`src/rtl/hazard_ctrl_gen2_pkg.sv`:
```
// Shared types, forward-select encoding and width helper for the
// second-generation hazard controller.
package hazard_pkg;

   // Pipeline stage a forwarding source lives in.
   typedef enum logic {
      STG_M = 1'b0,
      STG_W = 1'b1
   } stage_e;

   // Forward-select codes for the common cases.
   localparam int FWD_RF = 0;
   localparam int FWD_W0 = 1;
   localparam int FWD_M0 = 2;

   // Width of one forward select for a given number of write ports per stage.
   function automatic int fw_width(input int num_wp);
      return $clog2(2 * num_wp + 1);
   endfunction

   // Forward code for write port k of a stage:
   //   M: port 0 -> 2, port k>0 -> 2k+1
   //   W: port 0 -> 1, port k>0 -> 2k+2
   function automatic int fwd_code(input stage_e stage, input int k);
      if (stage == STG_M) return (k == 0) ? FWD_M0 : 2 * k + 1;
      else                return (k == 0) ? FWD_W0 : 2 * k + 2;
   endfunction

endpackage

```
`src/rtl/hazard_ctrl_gen2_if.sv`:
```
// Pipeline <-> hazard controller bundle. The pipeline (master) drives the
// register addresses and stage flags; the controller (slave) returns the
// forward selects, stalls and flushes.
interface hazard_ctrl_gen2_if #(
   parameter int NUM_SRC = 4,
   parameter int NUM_WP  = 2,
   parameter int REG_AW  = 4,
   parameter int FW      = 3
);
   logic [NUM_SRC*REG_AW-1:0] SrcRegD;
   logic [NUM_SRC-1:0]        SrcValidD;
   logic [NUM_SRC*REG_AW-1:0] SrcRegE;
   logic [NUM_SRC-1:0]        SrcValidE;
   logic [NUM_WP*REG_AW-1:0]  DstRegE;
   logic [NUM_WP*REG_AW-1:0]  DstRegM;
   logic [NUM_WP*REG_AW-1:0]  DstRegW;
   logic [NUM_WP-1:0]         RegWriteE;
   logic [NUM_WP-1:0]         RegWriteM;
   logic [NUM_WP-1:0]         RegWriteW;
   logic                      MemToRegE;
   logic                      MulStartE;
   logic                      BranchTakenE;
   logic                      PCSrcD;
   logic                      PCSrcE;
   logic                      PCSrcM;
   logic                      PCSrcW;
   logic [NUM_SRC*FW-1:0]     ForwardE;
   logic                      StallF;
   logic                      StallD;
   logic                      StallE;
   logic                      FlushD;
   logic                      FlushE;
   logic                      FlushM;

   modport master (
      output SrcRegD, SrcValidD, SrcRegE, SrcValidE,
             DstRegE, DstRegM, DstRegW, RegWriteE, RegWriteM, RegWriteW,
             MemToRegE, MulStartE, BranchTakenE, PCSrcD, PCSrcE, PCSrcM, PCSrcW,
      input  ForwardE, StallF, StallD, StallE, FlushD, FlushE, FlushM
   );

   modport slave (
      input  SrcRegD, SrcValidD, SrcRegE, SrcValidE,
             DstRegE, DstRegM, DstRegW, RegWriteE, RegWriteM, RegWriteW,
             MemToRegE, MulStartE, BranchTakenE, PCSrcD, PCSrcE, PCSrcM, PCSrcW,
      output ForwardE, StallF, StallD, StallE, FlushD, FlushE, FlushM
   );
endinterface

```
`src/rtl/hazard_ctrl_gen2_fwd_sel.sv`:
```
// Forward select for one execute-stage operand: compares its address against
// every M and W write port and returns the code of the first hit.
module hazard_fwd_sel
   import hazard_pkg::*;
#(
   parameter int NUM_WP = 2,
   parameter int REG_AW = 4,
   parameter int FW     = fw_width(NUM_WP)
) (
   input  logic [REG_AW-1:0]        src_reg,
   input  logic                     src_valid,
   input  logic [NUM_WP*REG_AW-1:0] dst_m,
   input  logic [NUM_WP-1:0]        we_m,
   input  logic [NUM_WP*REG_AW-1:0] dst_w,
   input  logic [NUM_WP-1:0]        we_w,
   output logic [FW-1:0]            sel
);

   logic found;

   // Priority scan: port index ascending, M before W within a port.
   // NOTE: every variable written here gets a default first, so no path can leave it holding its old value (which would infer a latch).
   always_comb begin
      sel   = FW'(FWD_RF);
      found = 1'b0;
      for (int k = 0; k < NUM_WP; k++) begin
         if (!found && src_valid && we_m[k] &&
             (src_reg == dst_m[k*REG_AW +: REG_AW])) begin
            sel   = FW'(fwd_code(STG_M, k));
            found = 1'b1;
         end
         if (!found && src_valid && we_w[k] &&
             (src_reg == dst_w[k*REG_AW +: REG_AW])) begin
            sel   = FW'(fwd_code(STG_W, k));
            found = 1'b1;
         end
      end
   end

endmodule

```
`src/rtl/hazard_ctrl_gen2.sv`:
```
// Second-generation hazard controller: operand forwarding, multi-cycle
// load-use stall, iterative-multiplier busy stall and branch/PC-write flushes.
module hazard_ctrl_gen2
   import hazard_pkg::*;
#(
   parameter int NUM_SRC = 4,
   parameter int NUM_WP  = 2,
   parameter int REG_AW  = 4,
   parameter int LD_LAT  = 1,
   parameter int MUL_LAT = 1
) (
   input  logic               clk,
   input  logic               reset,
   hazard_ctrl_gen2_if.slave  bus
);

   localparam int FW        = fw_width(NUM_WP);
   localparam int LCW       = $clog2(LD_LAT + 1);
   // A single-cycle multiplier never busies E; keep the counter 1 bit wide.
   localparam int MCW       = (MUL_LAT > 1) ? $clog2(MUL_LAT) : 1;
   localparam bit MUL_MULTI = (MUL_LAT > 1);

   logic [LCW-1:0]        ld_cnt;
   logic [MCW-1:0]        mul_cnt;
   logic [NUM_SRC*FW-1:0] fwd_raw;
   logic                  ld_hit;
   logic                  ld_busy;
   logic                  mul_busy;
   logic                  ld_start;
   logic                  mul_start;
   logic                  br_e;
   logic                  pc_wr_pend;

   // One forward selector per execute-stage operand.
   for (genvar i = 0; i < NUM_SRC; i++) begin : g_fwd
      hazard_fwd_sel #(
         .NUM_WP (NUM_WP),
         .REG_AW (REG_AW),
         .FW     (FW)
      ) u_fwd_sel (
         .src_reg   (bus.SrcRegE[i*REG_AW +: REG_AW]),
         .src_valid (bus.SrcValidE[i]),
         .dst_m     (bus.DstRegM),
         .we_m      (bus.RegWriteM),
         .dst_w     (bus.DstRegW),
         .we_w      (bus.RegWriteW),
         .sel       (fwd_raw[i*FW +: FW])
      );
   end

   // Load-use detection: any valid decode source reading a register that a
   // load in E is about to write.
   always_comb begin
      ld_hit = 1'b0;
      for (int i = 0; i < NUM_SRC; i++) begin
         for (int k = 0; k < NUM_WP; k++) begin
            if (bus.SrcValidD[i] && bus.RegWriteE[k] &&
                (bus.SrcRegD[i*REG_AW +: REG_AW] == bus.DstRegE[k*REG_AW +: REG_AW]))
               ld_hit = 1'b1;
         end
      end
      ld_hit = ld_hit & bus.MemToRegE;
   end

   // Event qualification. A taken branch beats a load-use (the load's
   // consumer is being flushed anyway), and a busy multiplier masks both.
   always_comb begin
      ld_busy    = (ld_cnt != '0);
      mul_busy   = (mul_cnt != '0);
      pc_wr_pend = bus.PCSrcD | bus.PCSrcE | bus.PCSrcM;
      br_e       = bus.BranchTakenE & ~mul_busy;
      ld_start   = ld_hit & ~ld_busy & ~mul_busy & ~bus.BranchTakenE;
      mul_start  = bus.MulStartE & ~mul_busy & MUL_MULTI;
   end

   // Stall/flush/forward outputs, all held low while reset is asserted.
   always_comb begin
      bus.ForwardE = '0;
      bus.StallF   = 1'b0;
      bus.StallD   = 1'b0;
      bus.StallE   = 1'b0;
      bus.FlushD   = 1'b0;
      bus.FlushE   = 1'b0;
      bus.FlushM   = 1'b0;
      if (reset) begin
         bus.ForwardE = fwd_raw;
         bus.StallF   = ld_start | ld_busy | mul_busy | pc_wr_pend;
         bus.StallD   = ld_start | ld_busy | mul_busy;
         bus.StallE   = mul_busy;
         bus.FlushD   = pc_wr_pend | bus.PCSrcW | br_e;
         bus.FlushE   = ld_start | ld_busy | br_e;
         bus.FlushM   = mul_busy;
      end
   end

   // Load-use and multiply-busy down-counters.
   // NOTE: state registers use non-blocking assignments so every flop samples pre-edge values regardless of statement order.
   always_ff @(posedge clk or negedge reset) begin
      if (!reset) begin
         ld_cnt  <= '0;
         mul_cnt <= '0;
      end else begin
         if (ld_start)     ld_cnt <= LCW'(LD_LAT - 1);
         else if (ld_busy) ld_cnt <= ld_cnt - LCW'(1);

         if (mul_start)     mul_cnt <= MCW'(MUL_LAT - 1);
         else if (mul_busy) mul_cnt <= mul_cnt - MCW'(1);
      end
   end

endmodule

```
`src/flat_wrapper.sv`:
```
// flat-port wrapper written by rule: the top's interface ports become plain ports
module hazard_ctrl_gen2_flat import hazard_pkg::*;
#(
   parameter int NUM_SRC = 4,
   parameter int NUM_WP  = 2,
   parameter int REG_AW  = 4,
   parameter int LD_LAT  = 1,
   parameter int MUL_LAT = 1
)
  (clk, reset, bus_SrcRegD, bus_SrcValidD, bus_SrcRegE, bus_SrcValidE, bus_DstRegE, bus_DstRegM, bus_DstRegW, bus_RegWriteE, bus_RegWriteM, bus_RegWriteW, bus_MemToRegE, bus_MulStartE, bus_BranchTakenE, bus_PCSrcD, bus_PCSrcE, bus_PCSrcM, bus_PCSrcW, bus_ForwardE, bus_StallF, bus_StallD, bus_StallE, bus_FlushD, bus_FlushE, bus_FlushM);
  hazard_ctrl_gen2_if #(.NUM_SRC(NUM_SRC), .NUM_WP(NUM_WP), .REG_AW(REG_AW), .FW((fw_width((2))))) bus_i ();
  input  logic clk;
  input  logic reset;
  input wire logic [$bits(bus_i.SrcRegD)-1:0] bus_SrcRegD;
  input wire logic [$bits(bus_i.SrcValidD)-1:0] bus_SrcValidD;
  input wire logic [$bits(bus_i.SrcRegE)-1:0] bus_SrcRegE;
  input wire logic [$bits(bus_i.SrcValidE)-1:0] bus_SrcValidE;
  input wire logic [$bits(bus_i.DstRegE)-1:0] bus_DstRegE;
  input wire logic [$bits(bus_i.DstRegM)-1:0] bus_DstRegM;
  input wire logic [$bits(bus_i.DstRegW)-1:0] bus_DstRegW;
  input wire logic [$bits(bus_i.RegWriteE)-1:0] bus_RegWriteE;
  input wire logic [$bits(bus_i.RegWriteM)-1:0] bus_RegWriteM;
  input wire logic [$bits(bus_i.RegWriteW)-1:0] bus_RegWriteW;
  input wire logic [$bits(bus_i.MemToRegE)-1:0] bus_MemToRegE;
  input wire logic [$bits(bus_i.MulStartE)-1:0] bus_MulStartE;
  input wire logic [$bits(bus_i.BranchTakenE)-1:0] bus_BranchTakenE;
  input wire logic [$bits(bus_i.PCSrcD)-1:0] bus_PCSrcD;
  input wire logic [$bits(bus_i.PCSrcE)-1:0] bus_PCSrcE;
  input wire logic [$bits(bus_i.PCSrcM)-1:0] bus_PCSrcM;
  input wire logic [$bits(bus_i.PCSrcW)-1:0] bus_PCSrcW;
  output wire logic [$bits(bus_i.ForwardE)-1:0] bus_ForwardE;
  output wire logic [$bits(bus_i.StallF)-1:0] bus_StallF;
  output wire logic [$bits(bus_i.StallD)-1:0] bus_StallD;
  output wire logic [$bits(bus_i.StallE)-1:0] bus_StallE;
  output wire logic [$bits(bus_i.FlushD)-1:0] bus_FlushD;
  output wire logic [$bits(bus_i.FlushE)-1:0] bus_FlushE;
  output wire logic [$bits(bus_i.FlushM)-1:0] bus_FlushM;
  assign bus_i.SrcRegD = bus_SrcRegD;
  assign bus_i.SrcValidD = bus_SrcValidD;
  assign bus_i.SrcRegE = bus_SrcRegE;
  assign bus_i.SrcValidE = bus_SrcValidE;
  assign bus_i.DstRegE = bus_DstRegE;
  assign bus_i.DstRegM = bus_DstRegM;
  assign bus_i.DstRegW = bus_DstRegW;
  assign bus_i.RegWriteE = bus_RegWriteE;
  assign bus_i.RegWriteM = bus_RegWriteM;
  assign bus_i.RegWriteW = bus_RegWriteW;
  assign bus_i.MemToRegE = bus_MemToRegE;
  assign bus_i.MulStartE = bus_MulStartE;
  assign bus_i.BranchTakenE = bus_BranchTakenE;
  assign bus_i.PCSrcD = bus_PCSrcD;
  assign bus_i.PCSrcE = bus_PCSrcE;
  assign bus_i.PCSrcM = bus_PCSrcM;
  assign bus_i.PCSrcW = bus_PCSrcW;
  assign bus_ForwardE = bus_i.ForwardE;
  assign bus_StallF = bus_i.StallF;
  assign bus_StallD = bus_i.StallD;
  assign bus_StallE = bus_i.StallE;
  assign bus_FlushD = bus_i.FlushD;
  assign bus_FlushE = bus_i.FlushE;
  assign bus_FlushM = bus_i.FlushM;
  hazard_ctrl_gen2 #(.NUM_SRC(NUM_SRC), .NUM_WP(NUM_WP), .REG_AW(REG_AW), .LD_LAT(LD_LAT), .MUL_LAT(MUL_LAT)) u_core (.clk(clk), .reset(reset), .bus(bus_i));
endmodule
```
`config.mk`:
```
export PLATFORM = sky130hd
export DESIGN_NAME = hazard_ctrl_gen2_flat
export DESIGN_NICKNAME = d
export VERILOG_FILES = /design/src/rtl/hazard_ctrl_gen2_pkg.sv /design/src/rtl/hazard_ctrl_gen2_if.sv /design/src/rtl/hazard_ctrl_gen2_fwd_sel.sv /design/src/rtl/hazard_ctrl_gen2.sv /design/src/flat_wrapper.sv
export SDC_FILE = /design/constraint.sdc
export NUM_CORES = 1
export LEC_CHECK = 0
export BUFFER_PORTS_ARGS = -buffer_cell sky130_fd_sc_hd__buf_4
export CORE_ASPECT_RATIO = 0.9
export CORE_MARGIN = 1.5
export CORE_UTILIZATION = 45
export DETAILED_ROUTE_END_ITERATION = 12
export PLACE_DENSITY = 0.91
export SYNTH_ARGS = -nofsm -noshare
export SYNTH_HDL_FRONTEND = slang
export SYNTH_HIERARCHICAL = 1
export SYNTH_SLANG_ARGS = --single-unit
```
`constraint.sdc`:
```
create_clock -name clk -period 2.84 [get_ports clk]
set_clock_uncertainty 0.15 [all_clocks]
set_input_delay 0.568 -clock clk [delete_from_list [all_inputs] [get_ports clk]]
set_output_delay 0.568 -clock clk [all_outputs]
set_load 0.05 [all_outputs]
```
==> flow_metrics.tcl <==
set metrics [dict create \
    status "finished, final reports clean" \
    max_freq_mhz 377 \
    grt_start_max_net_pins 17 \
    antenna_left 0 \
    regArea_um2 0 \
    post_drt_wl_per_cell_um 15.2 \
    worstPathMaxFanout 4 \
    via_per_inst 5.37 \
    cts_hold_buffers 0 \
    rows 19 \
    io_pins 97 \
    powerDensity_mw_per_mm2 160 \
    hp-class "primary input to primary output" \
    gp_congestion 0.944 \
    finalCritPeriodShare 0.933 \
    post-route-drc-count 0 \
    grt_pass1_vias 1759 \
    initialDrtViolationCount 69 \
    core_mm2 0.00316 \
    cp-end-kind "primary output" \
    synthMuxAreaShare 0 \
    grt_antenna_before_repair 0 \
    vdd_ir_drop_max_v 0.0000852 \
    synthAdderAreaFrac 0 \
    finalHoldViolCount 0 \
    first_pass_iters 4 \
    worst-path-buf-inv 2 \
    maxSlewViolCount 0 \
    die-area_mm2 0.00379 \
    clkbuf_count 0 \
    gr-total-overflow 0 \
    via_count 1772 \
    layout_common_cells "buf_4 (93), xor2_1 (55), xnor2_1 (38)" \
    synth-compound-area-share 0.0973 \
    fin_hold_ws_ns 1.32 \
    cp-start-kind "primary input" \
    cp.depth 8 \
    insertedDiodeCount 0 \
    die_w_um 64.7 \
    crit_slowest_cell "nor3_1" \
    synth_top_family_by_area "XOR/XNOR gates" \
    synth-simple-area-share 0.350 \
    rsz0062_at_grt "false" \
    p_leak_uw 0.000962 \
    nNetsFinal 369 \
    holdPathEnd "bus_StallD" \
    postCtsSetupRepairBufs 0 \
    final.setup.tns_ns 0 \
    area_growth_pct 47.7 \
    grt_pass1_wl_mm 8.09 \
    gr-usage-all-layers 0.265 \
    syn_area_per_cell_um2 7.79 \
    io_buffers 93 \
    hold_depth 3 \
    power_uw 364 \
    cp.arrival_ns 1.93 \
    drv_cap 0 \
    cp_top_family "simple AND/OR/NAND/NOR gates" \
    crit_path_cell_trace "buf_4 -> xor2_1 -> nor3_1 -> nand4_1 -> nand4_1 -> nor4_2 -> o31ai_2 -> buf_4" \
    hpwl_mm 4.38 \
    crit_path_max_incr_delay_ns 0.30 \
    postSynthCellCount 198 \
    cts_resized 0 \
    final-setup-viol-count 0 \
    drive_gt1_frac 0.392 \
    critPathRequiredTime_ns 2.12 \
    syn_area_mm2 0.00154 \
    die_y_um 58.5 \
    worstHoldStart "bus_BranchTakenE" \
    seq_cells 0 \
    fin_crit_ns 2.65 \
    yosys_warnings 6 \
    layout_commonest_cell "buf_4" \
    initial_core_util 0.488 \
    crit_type "primary input to primary output" \
    routed_wl_mm 5.01 \
    fillers 273 \
    ys_seq_area_frac 0 \
    synth_xor_xnor_area_share 0.528 \
    synth.distinct_cells 28 \
]
## worst max path at each step
stage / start / endpoint / slack (ns)
CTS: bus_DstRegE[1] / bus_StallF / 0.21
finish: bus_DstRegE[4] / bus_StallF / 0.19
global placement: bus_DstRegE[1] / bus_StallF / 0.23
detailed placement: bus_DstRegE[4] / bus_StallF / 0.23
floorplan: bus_DstRegE[3] / bus_StallF / 0.08
global route: bus_DstRegE[1] / bus_StallF / 0.07
## cell usage after synthesis (all sizes together) (2+ instances only)
master,count,area [um^2]
and2,12,75.1
and3,4,45.0
buf,2,15.0
clkbuf,2,8.75
inv,3,11.3
nand2,11,41.3
nand3,11,55.1
nand4,10,62.6
nor2,4,15.0
nor3,14,70.1
nor4,10,154
o21ai,6,30.0
o21ba,4,40.0
o2bb2ai,4,35.0
xnor2,38,333
xor2,55,482
## cells by family after synthesis
| logic type | Yosys count |
|---|---|
| other cells | 1 |
| simple gates | 78 |
| buf+inv | 7 |
| compound gates | 19 |
| xor+xnor | 93 |
## tightest hold or removal path, cell delays in order
cell    delay [ns]
buf_4         0.11
nor3_2        0.04
buf_4         0.18
## power by group
part | internal, uW | switching, uW | total [uW]
sequential | 0 | 0 | 0
clock | 0 | 0 | 0
combinational | 172 | 192 | 364
total | 172 | 192 | 364
## metrics by stage
| stage | instance area (um^2) | util | cells | setup slack, ns |
|---|---|---|---|---|
| floorplan | 1550 | - | 199 | 0.0778 |
| global placement | 2280 | 0.721 | 330 | 0.233 |
| detailed placement | 2280 | 0.721 | 330 | 0.230 |
| CTS | 2280 | 0.721 | 330 | 0.208 |
| global route | 2280 | 0.721 | 330 | 0.0741 |
| finish | 2280 | 0.721 | 330 | 0.190 |
## final cells by class
| cell class | count | area [um^2] | share of cell area |
|---|---|---|---|
| inverter | 3 | 11.3 | 0.00494 |
| multi-input combinational | 192 | 1520 | 0.666 |
| tap | 42 | 52.6 | 0.0231 |
| timing repair buffer | 93 | 698 | 0.306 |
## metal layers
layer  part of all wire  up-vias  wire [um]  global-route usage
li1                   -      870          -                   -
met1               0.42      824       2080               0.334
met2               0.51       68       2550               0.495
met3              0.055       10        277              0.0191
met4              0.019        0         97              0.0578
met5                  0        -          0                   0
No activity file was read; power rests on OpenSTA's default activity.
